===== src/rtl/mips_pkg.sv =====
// Shared types and constants for the MIPS pipeline front end.
package mips_pkg;

  localparam int unsigned INST_W = 32;
  localparam logic [INST_W-1:0] NOP_INST = 32'h0000_0000;

  typedef enum logic [1:0] {
    StIdle,
    StFetch,
    StHold,
    StDiscard
  } fetch_state_t;

  // Instruction addresses are always word aligned; low bits of a target are dropped.
  function automatic logic [INST_W-1:0] word_align(input logic [INST_W-1:0] addr);
    return addr & 32'hFFFF_FFFC;
  endfunction

endpackage


===== src/rtl/pc_register.sv =====
// Program counter: async-reset register with load enable.
module pc_register
  import mips_pkg::*;
#(
  parameter logic [INST_W-1:0] RESET_PC = 32'h0000_0000
) (
  input  logic              clk,
  input  logic              rst,
  input  logic              load,
  input  logic [INST_W-1:0] d,
  output logic [INST_W-1:0] q
);

  always_ff @(posedge clk or posedge rst) begin
    if (rst) begin
      q <= RESET_PC;
    end else if (load) begin
      q <= d;
    end
  end

endmodule


===== src/rtl/if_fetch_unit.sv =====
// Instruction-fetch stage: owns the PC, drives the req/ack imem port and feeds IF/ID.
module if_fetch_unit
  import mips_pkg::*;
#(
  parameter logic [INST_W-1:0] RESET_PC = 32'h0000_0000
) (
  input  logic              clk,
  input  logic              rst,
  input  logic              pc_write,
  input  logic              redirect,
  input  logic [INST_W-1:0] redirect_target,
  output logic              imem_req,
  output logic [INST_W-1:0] imem_addr,
  input  logic              imem_ack,
  input  logic [INST_W-1:0] imem_rdata,
  output logic [INST_W-1:0] if_pc_plus4,
  output logic [INST_W-1:0] if_inst,
  output logic              if_valid
);

  fetch_state_t      state_q, state_d;
  logic [INST_W-1:0] pc_q, pc_d, pc_plus4, target;
  logic              pc_load;
  logic [INST_W-1:0] hold_q, hold_d;
  logic [INST_W-1:0] disc_addr_q, disc_addr_d;

  pc_register #(
    .RESET_PC(RESET_PC)
  ) u_pc (
    .clk (clk),
    .rst (rst),
    .load(pc_load),
    .d   (pc_d),
    .q   (pc_q)
  );

  assign pc_plus4    = pc_q + 32'd4;
  assign target      = word_align(redirect_target);
  assign if_pc_plus4 = pc_plus4;

  always_ff @(posedge clk or posedge rst) begin
    if (rst) begin
      state_q     <= StIdle;
      hold_q      <= '0;
      disc_addr_q <= '0;
    end else begin
      state_q     <= state_d;
      hold_q      <= hold_d;
      disc_addr_q <= disc_addr_d;
    end
  end

  always_comb begin
    state_d     = state_q;
    pc_load     = 1'b0;
    pc_d        = pc_plus4;
    hold_d      = hold_q;
    disc_addr_d = disc_addr_q;
    imem_req    = 1'b0;
    imem_addr   = pc_q;
    if_valid    = 1'b0;
    if_inst     = NOP_INST;

    unique case (state_q)
      StIdle: begin
        state_d = StFetch;
        if (redirect) begin
          pc_load = 1'b1;
          pc_d    = target;
        end
      end
      StFetch: begin
        imem_req = 1'b1;
        if (redirect) begin
          pc_load = 1'b1;
          pc_d    = target;
          // An unacked request must still complete at its old address; park it.
          if (!imem_ack) begin
            state_d     = StDiscard;
            disc_addr_d = pc_q;
          end
        end else if (imem_ack) begin
          if_valid = 1'b1;
          if_inst  = imem_rdata;
          if (pc_write) begin
            pc_load = 1'b1;
          end else begin
            hold_d  = imem_rdata;
            state_d = StHold;
          end
        end
      end
      StHold: begin
        if (redirect) begin
          pc_load = 1'b1;
          pc_d    = target;
          state_d = StFetch;
        end else begin
          if_valid = 1'b1;
          if_inst  = hold_q;
          if (pc_write) begin
            pc_load = 1'b1;
            state_d = StFetch;
          end
        end
      end
      StDiscard: begin
        imem_req  = 1'b1;
        imem_addr = disc_addr_q;
        if (redirect) begin
          pc_load = 1'b1;
          pc_d    = target;
        end
        if (imem_ack) begin
          state_d = StFetch;
        end
      end
      default: state_d = StIdle;
    endcase

    if (rst) begin
      imem_req = 1'b0;
    end
  end

endmodule

===== config.mk =====
export PLATFORM = sky130hd
export DESIGN_NAME = if_fetch_unit
export DESIGN_NICKNAME = d
export VERILOG_FILES = /design/src/rtl/mips_pkg.sv /design/src/rtl/pc_register.sv /design/src/rtl/if_fetch_unit.sv
export SDC_FILE = /design/constraint.sdc
export NUM_CORES = 1
export LEC_CHECK = 0
export ABC_CLOCK_PERIOD_IN_PS = 6440
export CORE_MARGIN = 5
export CORE_UTILIZATION = 53
export CTS_BUF_LIST = sky130_fd_sc_hd__clkbuf_4 sky130_fd_sc_hd__clkbuf_8
export CTS_CLUSTER_DIAMETER = 30
export DETAILED_ROUTE_END_ITERATION = 8
export HOLD_SLACK_MARGIN = 0.03
export MAX_ROUTING_LAYER = met4
export PLACE_DENSITY = 0.95
export SLEW_MARGIN = 20
export SYNTH_ARGS = -nofsm -noshare
export SYNTH_HDL_FRONTEND = slang
export SYNTH_SLANG_ARGS = --single-unit

===== constraint.sdc =====
create_clock -name clk -period 6.44 [get_ports clk]
set_input_delay 0.644 -clock clk [delete_from_list [all_inputs] [get_ports clk]]
set_output_delay 0.644 -clock clk [all_outputs]
set_load 0.005 [all_outputs]

==> impl_results.md, run 1 <==
- Setup bufs post-CTS: 0
- Hold depth: 2
- Area share of the largest cell type after synthesis: 41.33%
- RSZ-0062 raised after global routing: no
- Buffers on Ports: 160
- Initial Util: 54.64%
- Worst Tran Pin Value: 1.039 ns
- Fin. max-slew vios: 0
- DR vias/cell: 6.106
- Final clock skew: 0.009519 ns
- Die height: 113.6 µm
- Tcrit/Tclk final: 57.36%
- CTS Hold Bufs: 0
- Power per cell area: 318.1 nW/µm²
- Critical-path cell list: ha_1 > nand3_1 > nor4_2 > buf_4 > or3b_1 > xnor2_1 > clkdlybuf4s50_1
- Worst EP required: 5.80 ns
- Drt first pass iters: 6
- Iter 0 DRT Violations: 551
- Reg-to-reg startpoint: state_q[1]
- Vias in the first global route: 5321
- Largest net degree at the start of global routing: 59
- FP Rows: 37
- CTS H-Tree Depth: 3
- Buf+Inv Stages, Crit Path: 2
- Final Net Count: 800
- ANT nets after route: 0
- Worst path slowest cell: clkdlybuf4s50_1
- Ys async rst share: 100.0%
- Slew margin rel.: 30.71%
- Worst Hold End: disc_addr_q[23]
- Ys Warns: 0
- Peak supply drop: 0.1788 mV
- Most frequent cells in the layout: clkdlybuf4s50_1 (159), dfrtp_1 (94), mux2_2 (71)
- #FFs+latches synth: 94
- Clk slew on worst S/H paths: 0.08 ns
- Cell count after synthesis: 609
- Synth unique cells: 50
- Worst path max stage delay: 0.53 ns
- Static Leak: 2.867 nW
- TritonCTS Buffers: 9
- Global route overflow: 0
- Hpwl dp: 11750 µm
- CTS tree: built
- Layout area overhead: 30.91%
- Num Clock Sinks: 94
- Min-Delay Path Class: register to register
- # diodes: 0
- Fin crit period: 3.694 ns
- Final std cells w/o fill: 866
- Final hold violation count: 0
- Reg-to-Reg End: u_pc.q[17]
- First-pass GRT wire length: 25620 µm
- Data arrival, critical path: 3.05 ns
- Setup Crit Path Kind: register to output pin
- Vias: 5288
- Die ar.: 12910 µm²
- Main flop type after synthesis: dfrtp_1
- Syn avg cell area: 9.346 µm²
- R2r worst-path depth: 5
- Final setup fails: 0
- Routability cong.: 0.8414
- Die Width: 113.6 µm
- Sequential cell area fraction in the yosys report: 41.33%
- DRC viols: 0
- Initial antenna violation count: 0
- Final Core Density: 71.53%
- Peak fanout along the critical path: 9
- CP delay by family, top: simple AND/OR/NAND/NOR gates
- Placed Cells: 852
- Clock Root Buffer: clkbuf_8
- Post_cts resized: 0
- Number of flops mapped to enable cells by yosys: 0
- WL final: 16330 µm
- Status: completed
- Synth top area cells: dfrtp_1 (41%), mux2_2 (14%), a22oi_1 (4.5%)
- Max_cap viols: 0
- Min-delay src: disc_addr_q[23]
- Max Clk Rate: 270.7 MHz
- Worst setup SP type: register
- Routed wire length per instance: 18.85 µm
- Core area: 10420 µm²
- Mapped cell area: 5692 µm²
- Worst reg-to-reg setup slack: 3.44 ns
- Max clock buf depth: 2
- Total Power: 2.370 mW
- Overall Global Routing Usage: 25.30%
- Top cell type by total area after synthesis: dfrtp_1
- Clk Latency, worst-skew pair: 0.36 ns
- Num ports: 167
- Worst setup EP type: output pin
- Setup TNS: 0 ns
- Share of layout cells above drive strength 1: 14.38%
- Commonest non-fill, non-tap cell in the layout: clkdlybuf4s50_1
[worst max-delay path by stage]
| stage | start | end | cells past startpoint |
|---|---|---|---|
| after floorplan | rst | disc_addr_q[10] | 1 |
| after global placement | imem_ack | if_inst[15] | 6 |
| after detailed placement | imem_ack | if_inst[9] | 6 |
| after CTS | u_pc.q[3] | if_pc_plus4[28] | 7 |
| after global routing | u_pc.q[3] | if_pc_plus4[28] | 7 |
| final | u_pc.q[3] | if_pc_plus4[28] | 7 |
[cells by family (layout without fill, tap and decap cells)]
logic type,Yosys count,after routing,share of synthesized area [%]
AO/OA/AOI/OAI,106,106,12.62
XOR/XNOR,36,36,5.540
adder cells (fa/ha/maj),4,4,0.8793
buffers and inverters,79,197,5.891
flip-flops,94,94,41.33
multiplexers,74,74,14.57
other,1,4,0.06589
AND/OR/NAND/NOR,215,215,19.10
[layer usage]
metal	GRT usage [%]	vias up	wire, µm
li1	-	2391	-
met3	2.865	64	903
met4	14.18	0	728
met1	29.36	2558	6333
met2	42.68	275	8363
met5	-	-	0
[where the power goes]
group	switching [mW]	internal (mW)	total, mW
logic	0.447	0.598	1.05
registers	0.149	0.806	0.955
clock network	0.198	0.172	0.370
[final cells by class]
cell class | instances | area, µm²
clock inverter | 1 | 5.005
tap | 136 | 170.2
timing repair buffer | 166 | 1642
sequential | 94 | 2352
fill | 793 | 2965
inverter | 17 | 65.06
clock buffer | 13 | 172.7
multi-input combinational | 439 | 3044
[Yosys cell counts, drive strengths merged (3+ instances only)]
library cell  count
a21oi             4
a22oi            34
a311o             4
a311oi            4
a31oi            10
and2              5
and4              7
buf              17
clkbuf           45
dfrtp            94
ha                4
inv              17
mux2             71
mux2i             3
nand2            53
nand2b            3
nand3            26
nand4            17
nor2             67
nor2b             3
nor3              8
nor4              8
nor4b             3
o21ai            33
o31ai             7
or3               3
or4               7
xnor2            28
xor2              8
[worst min-delay path, stage by stage, from the launching register on]
cell and delay [ns]:
dfrtp_1 0.35, nand2_1 0.04, o21ai_0 0.06
[flip-flops by register name, indices dropped and copies added, names as in the netlist]
signal and cells:
hold_q 32, state_q 2, u_pc.q 30, disc_addr_q 30
[metrics by stage]
| stage | setup slack (ns) | cell area (µm²) | hold WS (ns) |
|---|---|---|---|
| after CTS | 2.727 | 7442 | 0.4894 |
| after floorplan | 3.347 | 5703 | 0.4497 |
| after global routing | 2.533 | 7451 | 0.5147 |
| after global placement | 2.664 | 7254 | 0.4625 |
| after detailed placement | 2.946 | 7264 | 0.4706 |
| final | 2.746 | 7451 | 0.4841 |
Note: power is estimated with default switching activity, not from simulation.
==> run 2, diff against run 1 <==
ABC_CLOCK_PERIOD_IN_PS = 3700   (was 6440)
CORE_UTILIZATION = 49   (was 53)
PLACE_DENSITY = 0.94   (was 0.95)
clock period = 3.7 ns   (was 6.44 ns; I/O delays follow)
==> run 2 against run 1 <==
  * Via count barely moved
  * Clock-buffer cell count is 1 lower
  * Worst setup slack worse by 2.4 ns
  * Register-to-register slack worse by 2.4 ns
  * Combinational power grew 75%
  * Global-route usage decreased by 0.92 points
  * Non-clock buffer count grew 6
  * Clock power grew 89%
  * Critical path type unchanged
  * Largest power group unchanged
==> impl_results.md, run 2 (synthesis gave the netlist of run 1 again) <==
- Status: completed
- Global route overflow: 0 (unchanged)
- Setup Crit Path Kind: register to output pin
- Routed wire length per instance: 19.22 µm (+1.9%)
- Final clock skew: 0.01028 ns (+0.0007609 ns)
- CTS H-Tree Depth: 3 (unchanged)
- Max Clk Rate: 294.3 MHz
- Buf+Inv Stages, Crit Path: 2 (unchanged)
- Initial Util: 49.85% (-4.8 points)
- Top Usage Layer GRT: met2
- Post-DP Area: 7308 µm² (+0.60%)
- Core area: 11420 µm² (+9.6%)
- Num Clock Sinks: 94 (unchanged)
- RSZ-0062 raised after global routing: no
- Layout area overhead: 31.81%
- GR met3 Demand/Resource: 2.979% (+0.11 points)
- Clk slew on worst S/H paths: 0.10 ns (+0.02 ns)
- First-pass GRT wire length: 27440 µm (+7.1%)
- Setup TNS: 0 ns (unchanged)
- WL final: 16930 µm (+3.7%)
- Power per cell area: 560.1 nW/µm² (+76%)
- Vias in the first global route: 5434 (+2.1%)
- Sequential share of power: 39.5% (-0.8 points)
- Worst path max stage delay: 0.56 ns (+0.03 ns)
- Reg-to-Reg End: u_pc.q[25]
- Drt first pass iters: 5 (-1)
- Switching Power: 1.419 mW (+79%)
- Worst EP required: 3.33 ns (-2.47 ns)
- R2r worst-path depth: 6 (+1)
- Reg-to-reg startpoint: state_q[0]
- Biggest regs: hold_q x32, disc_addr_q x30, u_pc.q x30
- DR vias/cell: 6.008 (-1.6%)
- Peak fanout along the critical path: 9 (unchanged)
- Worst reg-to-reg setup slack: 1.03 ns (-2.41 ns)
- CP delay by family, top: simple AND/OR/NAND/NOR gates
- Initial antenna violation count: 0 (unchanged)
- Worst setup SP type: register
- Fin. max-slew vios: 0 (unchanged)
- Buffers on Ports: 160 (unchanged)
- Post_cts resized: 0 (unchanged)
- CTS Hold Bufs: 0 (unchanged)
- Min-Delay Path Class: primary input to asynchronous set/reset pin
- Data arrival, critical path: 3.03 ns (-0.02 ns)
- Biggest register: hold_q
- Global Route met2 Usage: 40.70% (-2.0 points)
- Hpwl dp: 12330 µm (+5.0%)
- Hold_ws: 0.4198 ns (-0.06431 ns)
- Clock Root Buffer: clkbuf_8
- Clk network pwr share: 16.7% (+1.1 points)
- Worst Tran Pin Value: 0.8993 ns (-0.1400 ns)
- Fin crit period: 3.398 ns
- M1 GR Usage: 29.31% (-0.055 points)
- Critical-path cell list: ha_1 > nand3_1 > buf_4 > nor4_2 > or3b_1 > xnor2_1 > clkdlybuf4s50_1
- Switching share of power: 33.76% (+0.26 points)
- Routability cong.: 0.9185 (+9.2%)
- Fillers: 894 (+13%)
- Final hold violation count: 0 (unchanged)
- Largest net degree at the start of global routing: 57 (-3.4%)
- Worst path slowest cell: clkdlybuf4s50_1
- Final Net Count: 806 (+0.75%)
- # diodes: 0 (unchanged)
- Num ports: 167 (unchanged)
- FP Rows: 39 (+5.4%)
- CTS tree: built
- Worst setup EP type: output pin
- Largest register FFs: 32 (unchanged)
- Commonest non-fill, non-tap cell in the layout: clkdlybuf4s50_1
- Logic pwr share: 43.8% (-0.3 points)
- Most frequent cells in the layout: clkdlybuf4s50_1 (159), dfrtp_1 (94), mux2_2 (71)
- Die ar.: 13870 µm² (+7.4%)
- Clk Latency, worst-skew pair: 0.36 ns (about the same)
- Share of layout cells above drive strength 1: 15.04% (+0.66 points)
- Setup bufs post-CTS: 0 (unchanged)
- TritonCTS Buffers: 9 (unchanged)
- Final Core Density: 65.70% (-5.8 points)
- Die Width: 117.8 µm (+3.6%)
- Max_cap viols: 0 (unchanged)
- Iter 0 DRT Violations: 548 (-0.54%)
- Final setup fails: 0 (unchanged)
- Fin area: 7502 µm² (+0.69%)
- Max clock buf depth: 2 (unchanged)
- Slew margin rel.: 39.49% (+8.8 points)
- ANT nets after route: 0 (unchanged)
- DRC viols: 0 (unchanged)
- Overall Global Routing Usage: 24.38% (-0.92 points)
- Die height: 117.8 µm (+3.6%)
- Peak supply drop: 0.2863 mV (+60%)
- Vias: 5293 (+0.095%)
- Static Leak: 2.903 nW (+1.3%)
- Internal: 2.783 mW (+77%)
- Tcrit/Tclk final: 91.84%
## run 2: layout make-up
type                    instances  area, µm²  share of cell area (%)
flip-flops and latches         94       2352                   31.35
multi-input cells             439       3025                   40.33
clock inverters                 4      47.55                  0.6338
well taps                     143      178.9                   2.385
inverters                      17      65.06                  0.8672
repair buffers                172       1687                   22.48
clock buffers                  12      146.4                   1.951
## run 2: how the worst max path moves through the flow
stage,start,endpoint,depth (start not counted)
after CTS,u_pc.q[2],if_pc_plus4[28],7
after floorplan,rst,disc_addr_q[10],1
final,u_pc.q[2],if_pc_plus4[28],7
after detailed placement,u_pc.q[2],if_pc_plus4[28],7
after global routing,u_pc.q[2],if_pc_plus4[28],7
after global placement,u_pc.q[3],if_pc_plus4[28],7
## run 2: through the flow
step / setup slack [ns] / instances / total power, mW
final: 0.3018 / 881 / 4.202
after global routing: 0.1770 / 881 / 4.462
after CTS: 0.3363 / 881 / 4.232
after detailed placement: 0.7903 / 865 / 3.534
after global placement: 0.8182 / 865 / 3.409
after floorplan: 0.8813 / 612 / 2.637
## run 2: metal layers
metal | vias to the layer above | share of wire (%)
met5 | - | 0
met4 | 0 | 4.3
met3 | 57 | 5.8
met2 | 263 | 50
met1 | 2569 | 40
li1 | 2404 | -
## run 2: power groups by stage
| stage | clock network [mW] | registers [mW] | logic [mW] |
|---|---|---|---|
| final | 0.700 | 1.66 | 1.84 |
| after global routing | 0.749 | 1.71 | 2.00 |
| after CTS | 0.711 | 1.66 | 1.86 |
| after detailed placement | 0 | 1.68 | 1.85 |
| after global placement | 0 | 1.63 | 1.78 |
| after floorplan | 0 | 1.56 | 1.08 |
==> run 3, diff against run 2 <==
CAP_MARGIN = 20   (was not set)
==> results of run 3 <==
Same layout as run 2: the final DEF is identical, and so are final timing and power.
==> RTL change 1 (flow settings as in run 2) <==
Make the reset (`rst`) synchronous in 2 clocked blocks. Comments in the files are not updated.
--- a/src/rtl/pc_register.sv
+++ b/src/rtl/pc_register.sv
@@ -13,3 +13,3 @@
 
-  always_ff @(posedge clk or posedge rst) begin
+  always_ff @(posedge clk) begin
     if (rst) begin
--- a/src/rtl/if_fetch_unit.sv
+++ b/src/rtl/if_fetch_unit.sv
@@ -40,3 +40,3 @@
 
-  always_ff @(posedge clk or posedge rst) begin
+  always_ff @(posedge clk) begin
     if (rst) begin
Behaviour: differs if rst is asserted again (counterexample within 4 cycles, from zero or initial values and one cycle with rst high); with rst held inactive, the same outputs for 4 cycles.
==> RTL change 1 against run 2 <==
Global-route usage grew 0.79 points; worst setup slack gained 0.088 ns; sequential cell count is the same; critical endpoint is now if_pc_plus4[26]; area after synthesis shrank 2.6%; largest cell class unchanged; routed wire length shrank 1.1%; cell area shrank 2.3%.
Power is not compared: it rests on default switching activity, and its combinational part moved more than twofold at a synthesized area within 25%.
==> RTL change 1: results (changes against run 2) <==
metric;value;unit;change
status;finished clean;;
startpoint;u_pc.q[2]$_SDFFE_PP0P_;;
stdcell_count;985;;+12%
routed_wl;16.7;mm;-1.1%
grt_max_degree;73;;+28%
rr_endpoint;u_pc.q[14]$_SDFFE_PP0P_;;
htree_levels;3;;unchanged
finalSetupViolCount;0;;unchanged
min-delay-path-class;input port to flip-flop;;
hold_end;disc_addr_q[19]$_SDFFE_PP0P_;;
reg_top3;hold_q x32, disc_addr_q x30, u_pc.q x30;;
grt.total_usage;25.2;%;+0.79 points
whs;0.451;ns;+0.0316 ns
rr_startpoint;state_q[0]$_SDFFE_PP0P_;;
tightest_slew;0.892;ns;-0.00691 ns
fmax;302;MHz;+2.7%
crit_end;if_pc_plus4[26];;
r2r_slack;0.81;ns;-0.22 ns
critPathMaxFanout;10;;+1
synthAdderAreaFrac;0.903;%;+0.023 points
io_buffer_count;160;;unchanged
vias_per_cell;5.85;;-2.6%
synth-xor-area-share;5.53;%;-0.010 points
drt_iter0_markers;601;;+9.7%
arrival;2.94;ns;-0.09 ns
nNetsFinal;913;;+13%
grt_pass1_vias;5472;;+0.70%
root_buffer;clkbuf_8;;
grt_pass1_wl;26.9;mm;-2.0%
ys_seq_area_share;33.9;%;-7.4 points
ys_types;58;;+16%
syn_inst;730;;+20%
async_reset_ff_share;0;%;-100 points
skew;0.0128;ns;+0.00250 ns
synth_compound_area_share;18.9;%;+6.3 points
placed_area;7110;µm²;-2.8%
place_hpwl;11.4;mm;-7.4%
gp_congestion;0.956;;+4.0%
synthTopCellsByArea;dfxtp_1, nand2_1, a21oi_1;;
post-place-ws;0.625;ns;-0.165 ns
yosys-top-cells-count;nand2_1, dfxtp_1, a21oi_1, nor2_1, clkbuf_1;;
dpl.cell_count;969;;+12%
reg2reg_depth;7;;+1
synth_flop_cell;dfxtp_1;;
n_fill_cell;861;;-3.7%
layout-drive-gt1-share;8.99;%;-6.0 points
[RTL change 1: metal layers]
metal	track usage [%]	vias to the layer above	part of all wire (%)
met2	38.4	295	48
met1	33.0	2661	42
met4	10.1	0	3.3
met3	4.51	49	7.0
met5	-	-	0
li1	-	2761	-
[RTL change 1: worst max-delay path, stage by stage (launching register included)]
cell             delay [ns]
dfxtp_1                0.48
ha_1                   0.27
nand3_2                0.22
or2_1                  0.45
or3_1                  0.45
xnor2_1                0.18
clkdlybuf4s50_1        0.53
[RTL change 1: layout make-up]
| type | count | area, µm² | share of cell area (%) |
|---|---|---|---|
| Clock inverter | 5 | 82.6 | 1.13 |
| Inverter | 19 | 71.3 | 0.973 |
| Clock buffer | 11 | 139 | 1.89 |
| Tap cell | 140 | 175 | 2.39 |
| Multi-Input combinational cell | 542 | 3270 | 44.6 |
| Sequential cell | 94 | 1880 | 25.7 |
| Timing Repair Buffer | 174 | 1710 | 23.4 |
==> RTL change 2 (config.mk and constraints of run 2) <==
Without the edit above. Set the package constant `INST_W` to 64 (it was 32).
--- a/src/rtl/mips_pkg.sv
+++ b/src/rtl/mips_pkg.sv
@@ -3,3 +3,3 @@
 
-  localparam int unsigned INST_W = 32;
+  localparam int unsigned INST_W = 64;
   localparam logic [INST_W-1:0] NOP_INST = 32'h0000_0000;
Ports: changed (5 resized); port bits go from 167 to 327. No check against the original RTL was run, so the function may have changed too.
==> RTL change 2 against run 2 <==
Worst setup slack worse by 0.16 ns; clock skew up 0.0073 ns; non-clock buffer count up 152; final cell count up 86%; sequential cell count up 96; critical path depth unchanged; routed wire length up 99%; power up 69%; area after synthesis up 93%; sequential share of layout area up 1.3 points; core utilization up 0.75 points; combinational power up 46%; critical path type unchanged; cell area up 95%.
==> RTL change 2: results (changes against run 2) <==
metric;value;unit;change
grt.total_usage;26.5;%;+2.1 points
placed_area;14100;µm²;+94%
clkTransAtPathRegs;0.11;ns;
vias_per_cell;6.02;;+0.20%
arrival;3.19;ns;+0.16 ns
yosys-top-cells-count;dfrtp_1, mux2_2, nor2_1, nand2_1, clkbuf_1;;
place_hpwl;24.5;mm;+98%
nNetsFinal;1480;;+84%
gp_congestion;0.917;;-0.14%
cts_buffers;17;;+8
htree_levels;4;;+1
grt_pass1_wl;53.6;mm;+95%
internal_power;4.68;mW;+68%
grt_pass1_vias;10100;;+85%
routed_wl;33.7;mm;+99%
ys_seq_area_share;43.3;%;+2.0 points
grt_max_degree;97;;+70%
tightest_slew;1.00;ns;+0.103 ns
io_buffer_count;288;;+80%
dr.pass1.iters;7;;+2
status;finished clean;;
post-place-ws;0.549;ns;-0.242 ns
critPathMaxFanout;7;;-2
reg_top3;hold_q x64, disc_addr_q x62, u_pc.q x62;;
drt_iter0_markers;841;;+53%
[RTL change 2: logic make-up (layout without fill, tap and decap cells)]
logic type / after synthesis / after routing / synth area share, %
other cells: 1 / 4 / 0.0342
compound gates: 162 / 162 / 9.26
buf+inv: 122 / 368 / 4.56
simple gates: 352 / 352 / 16.2
xor+xnor: 92 / 92 / 7.34
mux: 184 / 184 / 18.8
fa+ha+maj: 4 / 4 / 0.456
flops: 190 / 190 / 43.3
[RTL change 2: cell type report]
| type | count | share of cell area, % |
|---|---|---|
| Multi-Input combinational cell | 798 | 39.8 |
| Sequential cell | 190 | 32.6 |
| Timing Repair Buffer | 324 | 22.1 |
| Tap cell | 280 | 2.40 |
| Clock buffer | 18 | 1.70 |
| Clock inverter | 14 | 1.05 |
| Inverter | 12 | 0.334 |
[RTL change 2: metal layers]
layer  global-route usage (%)  routed length (µm)  up-vias
li1                         -                   -     4407
met1                     32.4               13100     4770
met2                     42.3               16200      576
met3                     7.68                3370       96
met4                     8.95                1060        0
met5                        -                   0        -
[RTL change 2: final timing paths]
| path | to | slack [ns] | cells after the start |
|---|---|---|---|
| setup / recovery | if_pc_plus4[59] | 0.14 | 7 |
| min in group clk | u_pc.q[8]$_DFFE_PP0P_ | 0.45 | 3 |
| hold / removal | disc_addr_q[17]$_DFFE_PP0P_ | 0.43 | 2 |
| max in group asynchronous | hold_q[11]$_DFFE_PP0P_ | 2.47 | 3 |
| setup reg to reg | u_pc.q[42]$_DFFE_PP0P_ | 0.60 | 7 |
| hold reg to reg | disc_addr_q[43]$_DFFE_PP0P_ | 0.49 | 2 |
[RTL change 2: repair_timing]
| action | CTS | global route |
|---|---|---|
| gates resized for setup | 0 | 8 |
| endpoints found under the setup margin | 0 | 18 |
| hold buffers | 0 | 0 |
| setup buffers | 0 | 3 |
[RTL change 2: critical path: stages, from the launching register on]
cell and delay, ns:
dfrtp_1 0.50, nand4_1 0.25, nor4_4 0.39, buf_4 0.21
nand3_1 0.23, nor4_1 0.32, xor2_1 0.24, clkdlybuf4s50_1 0.57
[RTL change 2: power groups by stage]
stage	logic [mW]	registers (mW)	clock network [mW]
after global placement	2.62	2.97	0
after floorplan	1.59	2.88	0
after global routing	2.91	3.05	1.55
after detailed placement	2.70	3.01	0
after CTS	2.71	2.97	1.46
final	2.68	2.98	1.43
[RTL change 2: through the flow]
| stage | std cells | utilization [%] |
|---|---|---|
| floorplan | 1110 | - |
| global placement | 1601 | 64.4 |
| detailed placement | 1601 | 64.4 |
| CTS | 1633 | 66.2 |
| global route | 1636 | 66.5 |
| finish | 1636 | 66.5 |
